--- src/rtl/bufer_if_id_skid.sv ---
// bufer_if_id_skid
//   IF/ID pipeline register with valid/ready handshaking and a 2-entry skid
//   buffer (main output entry plus one skid entry). Carries the fetch PC+4 and
//   the instruction from IF to ID. Supports a hazard-unit stall, a branch
//   flush that injects a NOP bubble, and a saturating count of the valid
//   fetches thrown away by flushes.
//
// Handshake: a transfer happens on a rising edge where valid & ready are both
//   high. Input side: en_valid & en_ready. Output side: sal_valid & sal_ready
//   & ~stall (stall acts exactly like sal_ready=0). Neither valid waits on its
//   own ready, and en_valid need not be held while en_ready=0.
//
// Ports:
//   clk, rst          rising-edge clock, synchronous active-high reset
//   en_valid/en_ready IF-side handshake (en_ready is registered)
//   EnAdd, EnInsM     PC+4 and instruction from IF
//   stall, flush      hazard-unit hold of ID, branch/jump discard
//   sal_ready         ID can consume
//   sal_valid         SalBuf/SalInst carry a real fetch
//   SalBuf, SalInst   PC+4 and instruction to ID (SalInst=INST_NOP when idle)
//   ocupacion         entries held, 0..2
//   cnt_desc          saturating count of valid fetches discarded by flush
module bufer_if_id_skid #(
  parameter int                    ANCHO_DIR  = 32,
  parameter int                    ANCHO_INST = 32,
  parameter logic [ANCHO_INST-1:0] INST_NOP   = '0,
  parameter int                    ANCHO_CNT  = 8
) (
  input  logic                  clk,
  input  logic                  rst,
  input  logic                  en_valid,
  output logic                  en_ready,
  input  logic [ANCHO_DIR-1:0]  EnAdd,
  input  logic [ANCHO_INST-1:0] EnInsM,
  input  logic                  stall,
  input  logic                  flush,
  input  logic                  sal_ready,
  output logic                  sal_valid,
  output logic [ANCHO_DIR-1:0]  SalBuf,
  output logic [ANCHO_INST-1:0] SalInst,
  output logic [1:0]            ocupacion,
  output logic [ANCHO_CNT-1:0]  cnt_desc
);

  logic                  main_valid, skid_valid;
  logic [ANCHO_DIR-1:0]  main_addr, skid_addr;
  logic [ANCHO_INST-1:0] main_inst, skid_inst;

  logic                  main_valid_n, skid_valid_n;
  logic [ANCHO_DIR-1:0]  main_addr_n, skid_addr_n;
  logic [ANCHO_INST-1:0] main_inst_n, skid_inst_n;
  logic [ANCHO_CNT-1:0]  cnt_n;

  logic                  in_xfer, out_xfer;
  logic [1:0]            n_disc;
  logic [ANCHO_CNT+1:0]  cnt_sum;

  localparam logic [ANCHO_CNT+1:0] CNT_MAX = {2'b00, {ANCHO_CNT{1'b1}}};

  assign in_xfer  = en_valid & en_ready;
  assign out_xfer = main_valid & sal_ready & ~stall;

  // Entries lost to a flush: a held main entry that is not leaving this
  // cycle, a held skid entry, and a fetch accepted in the same cycle.
  assign n_disc  = {1'b0, main_valid & ~out_xfer} + {1'b0, skid_valid} + {1'b0, in_xfer};
  assign cnt_sum = {2'b00, cnt_desc} + {{ANCHO_CNT{1'b0}}, n_disc};

  always_comb begin
    main_valid_n = main_valid;
    main_addr_n  = main_addr;
    main_inst_n  = main_inst;
    skid_valid_n = skid_valid;
    skid_addr_n  = skid_addr;
    skid_inst_n  = skid_inst;
    cnt_n        = cnt_desc;

    if (flush) begin
      main_valid_n = 1'b0;
      skid_valid_n = 1'b0;
      cnt_n        = (cnt_sum > CNT_MAX) ? CNT_MAX[ANCHO_CNT-1:0] : cnt_sum[ANCHO_CNT-1:0];
    end else if (!main_valid) begin
      // Skid is never valid while main is empty.
      if (in_xfer) begin
        main_valid_n = 1'b1;
        main_addr_n  = EnAdd;
        main_inst_n  = EnInsM;
      end
    end else if (!skid_valid) begin
      if (in_xfer && out_xfer) begin
        main_addr_n = EnAdd;
        main_inst_n = EnInsM;
      end else if (in_xfer) begin
        skid_valid_n = 1'b1;
        skid_addr_n  = EnAdd;
        skid_inst_n  = EnInsM;
      end else if (out_xfer) begin
        // SalBuf keeps its last value; SalInst falls back to INST_NOP.
        main_valid_n = 1'b0;
      end
    end else begin
      // Both full: en_ready is low so no input can arrive here.
      if (out_xfer) begin
        main_addr_n  = skid_addr;
        main_inst_n  = skid_inst;
        skid_valid_n = 1'b0;
      end
    end
  end

  always_ff @(posedge clk) begin
    if (rst) begin
      main_valid <= 1'b0;
      main_addr  <= '0;
      main_inst  <= INST_NOP;
      skid_valid <= 1'b0;
      skid_addr  <= '0;
      skid_inst  <= INST_NOP;
      en_ready   <= 1'b1;
      ocupacion  <= 2'd0;
      cnt_desc   <= '0;
    end else begin
      main_valid <= main_valid_n;
      main_addr  <= main_addr_n;
      main_inst  <= main_inst_n;
      skid_valid <= skid_valid_n;
      skid_addr  <= skid_addr_n;
      skid_inst  <= skid_inst_n;
      en_ready   <= ~skid_valid_n;
      ocupacion  <= {1'b0, main_valid_n} + {1'b0, skid_valid_n};
      cnt_desc   <= cnt_n;
    end
  end

  assign sal_valid = main_valid;
  assign SalBuf    = main_addr;
  assign SalInst   = main_valid ? main_inst : INST_NOP;

endmodule

--- config.mk ---
export PLATFORM = sky130hd
export DESIGN_NAME = bufer_if_id_skid
export DESIGN_NICKNAME = d
export VERILOG_FILES = /design/src/rtl/bufer_if_id_skid.sv
export SDC_FILE = /design/constraint.sdc
export NUM_CORES = 1
export LEC_CHECK = 0
export ABC_AREA = 1
export BUFFER_PORTS_ARGS = -buffer_cell sky130_fd_sc_hd__buf_4
export CAP_MARGIN = 10
export CORE_MARGIN = 1
export CORE_UTILIZATION = 34
export CTS_CLUSTER_SIZE = 24
export DETAILED_ROUTE_END_ITERATION = 7
export GPL_TIMING_DRIVEN = 0
export SLEW_MARGIN = 20
export SYNTH_ARGS = -nofsm -noshare
export SYNTH_HDL_FRONTEND = slang
export SYNTH_SLANG_ARGS = --single-unit
--- constraint.sdc ---
create_clock -name clk -period 3.5 [get_ports clk]
set_clock_uncertainty 0.2 [all_clocks]
set_input_delay 0.175 -clock clk [delete_from_list [all_inputs] [get_ports clk]]
set_output_delay 0.175 -clock clk [all_outputs]
set_load 0.02 [all_outputs]
; ---- Yosys cells after proc, flatten, opt, wreduce, memory -nomap -nowiden
; Index checks and enable logic that the tools add are counted.
[totals]
ff_bits = 141
inputBits = 70
elab_cells = 53
[classes]
n_addsub = 4
n_lt_le_gt_ge = 1
n_eq_ne = 2
mux = 23
bitwise = 10
n_reduce_logical = 4
[ops]
columns = op, n
row1 = 2-to-1 mux 32 bit, 11
row2 = 2-to-1 mux 1 bit, 11
row3 = adder 8 x 2 -> 9 bit, 1
row4 = "greater-than comparator 9 x 8 -> 1 bit, second input constant", 1
row5 = 2-to-1 mux 8 bit, 1
row6 = NOT 1 bit, 6
row7 = AND reduction 5 bit, 1
row8 = adder 1 x 1 -> 2 bit, 2
row9 = AND 1 bit, 4
row10 = AND reduction 4 bit, 1
row11 = "!= test 3 x 1 -> 1 bit, second input constant", 1
row12 = "!= test 3 x 2 -> 1 bit, second input constant", 1
row13 = adder 2 x 1 -> 2 bit, 1
row14 = nonzero test 2 bit, 1
row15 = logical AND 1 bit, 1

; ---- Longest topological paths before layout
[logic_depth]
depth_word = 9
ltp_mapped = 13
depth_no_buf = 13

; ---- Least setup slack after synthesis
; No wires, ideal clock.
[synth_timing]
kind = flip-flop to flip-flop
startpoint = reg main_valid, in the netlist sal_valid
endpoint = reg cnt_desc[5]
setup_time_ps = 56
t_arrival_ps = 2363
required_time_ps = 3244
slack_ps = 881
stages_incl_launch_ff = 13
path_buffers = 0
synth_period_minus_slack_ps = 2619
path_cell_list = dfxtp_1 > nand3_1 > nand2_1 > inv_1 > fa_1 > ha_1 > inv_1 > fa_1 > nor2_1 > nand3_1 > nand3_1 > nand2_1 > inv_1
[synth_between]
elab_chain_len = 9
[synth_rtl]
columns = item, line
row1 = start: declaration, 45  ; logic main_valid, skid_valid;
row2 = start signal: assignment, 122  ; main_valid <= main_valid_n;
row3 = AND 1 bit (2 in series), 61  ; assign out_xfer = main_valid & sal_ready & ~stall;
row4 = NOT 1 bit, 65  ; assign n_disc = {1'b0, main_valid & ~out_xfer} + {1'b0, skid_valid} + {1'b0, in_xfer};
row5 = AND 1 bit *, 65
row6 = adder 1 x 1 -> 2 bit *, 65
row7 = adder 2 x 1 -> 2 bit *, 65
row8 = adder 8 x 2 -> 9 bit *, 66  ; assign cnt_sum = {2'b00, cnt_desc} + {{ANCHO_CNT{1'b0}}, n_disc};
row9 = greater-than comparator 9 x 8 -> 1 bit, 80  ; cnt_n = (cnt_sum > CNT_MAX) ? CNT_MAX[ANCHO_CNT-1:0] : cnt_sum[ANCHO_CNT-1:0];
row10 = 2-to-1 mux 8 bit *, 80
row11 = end signal: assignment, 130  ; cnt_desc <= cnt_n;
row12 = end: declaration, 42  ; output logic [ANCHO_CNT-1:0] cnt_desc
; Every way passes the cells marked *; elsewhere a longest branch is shown, timed or not.
; A chain may end at the register's enable or synchronous reset.

; ---- Worst setup path after layout
; Same ends and word-level chain as after synthesis.

==> out/qor.csv <==
stage,metric,value,unit
run_status,status,"finished, final reports clean",
routing,Antenna Nets Post-Route,0,
worst_setup_path,CP Cell Sequence,nand3_1 -> nand2_1 -> inv_1 -> fa_1 -> ha_1 -> inv_1 -> fa_1 -> nor2_1 -> nand3_1 -> nand3_1 -> nand2_1 -> inv_1,
clock_network,"Clk Latency, worst-skew pair",420,ps
global_routing,initial antenna violation count,0,
die,Die Y,144,um
clock_network,CTS max path bufs,2,
clock_network,Num CTS Buffers,17,
sta,Max-slew headroom,57.3,%
sta,Final setup viols,0,
global_routing,vias in the first global route,6159,
synth,Syn Nets,1155,
worst_setup_path,R2R setup slack,720,ps
cells_and_area,share of cells above drive strength 1,17.8,%
job,maxcap violations,0,
worst_setup_path,Worst Path Buf+Inv,3,
worst_setup_path,Worst Setup Start Kind,register,
die,FP Rows,51,
sta,Tmin final,2780,ps
power_and_ir_drop,static leakage,4.84,nW
routing,vias per inst,4.38,
synth,adder-cell share of the synthesized area,1.12,%
power_and_ir_drop,Max IR drop VDD,0.000318,V
synth,post-synth top area share,40.9,%
sta,Final Max Slew Viols,0,
routing,drt drc,0,
sta,Worst Max-Slew Pin Slew,640,ps
sta,setup total negative slack,0,ps
worst_setup_path,WP data required,3670,ps
worst_setup_path,critical path arrival,2950,ps
global_routing,largest net degree at the start of global routing,17,
worst_setup_path,CP endpoint kind,register,
power_and_ir_drop,P per Cell Area,418,nW/um2
cells_and_area,final-stage net count,1382,
synth,"EDFF count, synth",0,
synth,post-synthesis async set-or-reset flop share,0,%
synth,synthesized instance count,1080,
sta,Max Clk Rate,360,MHz
synth,cell taking the most area after synthesis,dfxtp_1,
clock_network,CTS tree,done,
routing,final WL,19400,um
sta,final count of hold timing violations,0,
worst_setup_path,crit-path leading delay family,adder cells,
global_routing,global-route wire length before repair,30700,um
synth,mux share of post-synthesis cell area,0.145,%
synth,top area cells in the synthesized netlist,"dfxtp_1 (41%), nand2_1 (24%), nor2_1 (7.4%), inv_1 (6.4%), nand3_1 (5.4%)",
worst_setup_path,CP peak stage delay,480,ps
clock_network,Post-CTS Setup Inserts,0,
clock_network,Num Clock Sinks,141,
clock_network,"CTS clk-pin slew, worst paths",60,ps
synth,flop and latch count out of synthesis,141,
synth,Yosys cell types,27,
placed_design,Placement Cell Area,8310,um2
cells_and_area,P&R area growth vs syn,37.3,%
cells_and_area,fin area,9480,um2
synth,Post-Syn Area per Cell,6.39,um2
worst_setup_path,r2r startpoint,sal_valid,
routing,DR vias,6930,
placed_design,PortBufs,143,
worst_hold_path,hold crit path type,input pin to register,
routing,Starting DRT DRC Count,322,
power_and_ir_drop,Final Power,0.00396,W
routing,Pre-antenna DRT Iters,5,
synth,"top cells by count, synth","nand2_1 (446), dfxtp_1 (141), nor2_1 (136), inv_1 (118), nand3_1 (74)",
die,core area,19700,um2
synth,top-count cell post-synth,nand2_1,
synth,Simple-Gate Fraction of Synth Area,38.4,%
routing,WL per Instance,12.3,um
clock_network,clk root buf,clkbuf_16,
worst_hold_path,Hold Path Stages,4,
worst_setup_path,Reg2Reg Depth,12,
synth,YS warnings,0,
worst_setup_path,CP Max Fanout,5,
global_routing,Total GRT Usage,19.3,%
die,IO Pins,146,
sta,RSZ-0062 raised after global routing,false,
synth,Post-Synthesis Cell Area,6900,um2
synth,Synth Area in XOR/XNOR,0.127,%
worst_hold_path,Min-Delay Endpoint,en_ready,
sta,fin crit share,79.5,%
worst_hold_path,Worst Hold Launch,en_valid,
synth,Synth Area in Compound Gates,5.69,%
die,die width,144,um
die,Die Footprint,20900,um2
placed_design,dpl cells,1488,
worst_setup_path,critical path class,register to register,
clock_network,post-CTS resize count,0,
placed_design,DPL Wire Length,13700,um
cells_and_area,Diodes inserted,0,
worst_setup_path,Crit-path slowest cell,fa_1,
global_routing,grt ovf,0,
synth,ys flop type,dfxtp_1,
worst_setup_path,R2R Path End,cnt_desc[5],
synth,sequential area share after synthesis,40.9,%
synth,largest family of logic cells by synthesized area,simple AND/OR/NAND/NOR gates,
cells_and_area,"Cell Count, Final, Fillers Out",1583,
clock_network,H-tree depth,4,
placed_design,placer congestion estimate,0.849,
die,Starting Density,35.1,%
[where the power goes]
group | switching (W) | internal [W] | leakage, nW
clock network | 0.000666 | 0.000950 | 0.252
logic | 0.000333 | 0.000287 | 3.43
registers | 0.0000425 | 0.00169 | 1.15
total | 0.00104 | 0.00292 | 4.84
[area by class of cell]
type	instances	area, um2
Fill cell	2072	10200
Multi-Input combinational cell	751	3140
Sequential cell	141	2820
Timing Repair Buffer	208	1720
Clock buffer	24	482
Buffer	66	479
Inverter	122	459
Tap cell	265	332
Clock inverter	6	38.8
[cell families (layout without fill, tap and decap cells)]
kind of cell	after synthesis	after routing
AOI/OAI and AO/OA	77	77
xor gates and xnor gates	1	1
adders and majority gates	5	5
buffers and inverters	188	426
DFF	141	141
muxes	1	1
and+or+nand+nor	667	667
[routing by layer]
metal	vias up	global-route usage (%)	wire (um)
li1	3703	-	-
met1	3060	24.7	9140
met2	147	32.7	9220
met3	20	3.74	806
met4	0	5.93	273
met5	-	0	0
[metrics by stage]
stage	hold WS, ps	worst slack [ps]	util (%)
finish	20.1	719	48.2
global route	18.3	458	48.2
CTS	5.46	714	48.2
detailed placement	247	738	42.3
global placement	237	742	42.3
floorplan	118	881	-
[worst max path at each step]
stage	start	to	slack [ps]	cells after the start
final	sal_valid	cnt_desc[5]	720	12
after global routing	sal_valid	cnt_desc[5]	460	12
after CTS	sal_valid	cnt_desc[5]	710	12
after detailed placement	sal_valid	cnt_desc[5]	740	12
after global placement	sal_valid	cnt_desc[5]	740	12
after floorplan	sal_valid	cnt_desc[5]	880	12
[worst register-to-register path, stage by stage, from the launching register on]
cell     delay (ps)
dfxtp_1         390
nand3_1         200
nand2_1         140
inv_1            60
fa_1            490
ha_1            160
inv_1            50
fa_1            430
nor2_1          160
nand3_1         200
nand3_1         140
nand2_1          50
inv_1            50
[cells in the final DEF, fill, tap and decap left out, types with 4 or more instances in the layout]
master / instances
inv_1: 118
buf_6: 25
nor2_1: 136
buf_2: 26
clkinv_2: 4
nand2_1: 446
buf_4: 146
o21ai_0: 4
clkbuf_1: 16
a21oi_1: 70
dfxtp_1: 141
nand3_1: 74
clkbuf_16: 17
dlygate4sd3_1: 65
[timing repair]
action                                  4_1_cts  5_1_grt
endpoints found under the hold margin       112        0
endpoints found under the setup margin        0        0
hold buffers                                 65        0
[registers in the layout, indices dropped and copies added, names as in the netlist]
name,count
SalBuf,32
main_inst,32
skid_addr,32
skid_inst,32
cnt_desc,8
ocupacion,2
en_ready,1
sal_valid,1
skid_valid,1
No activity file was read; power rests on OpenSTA's default activity.
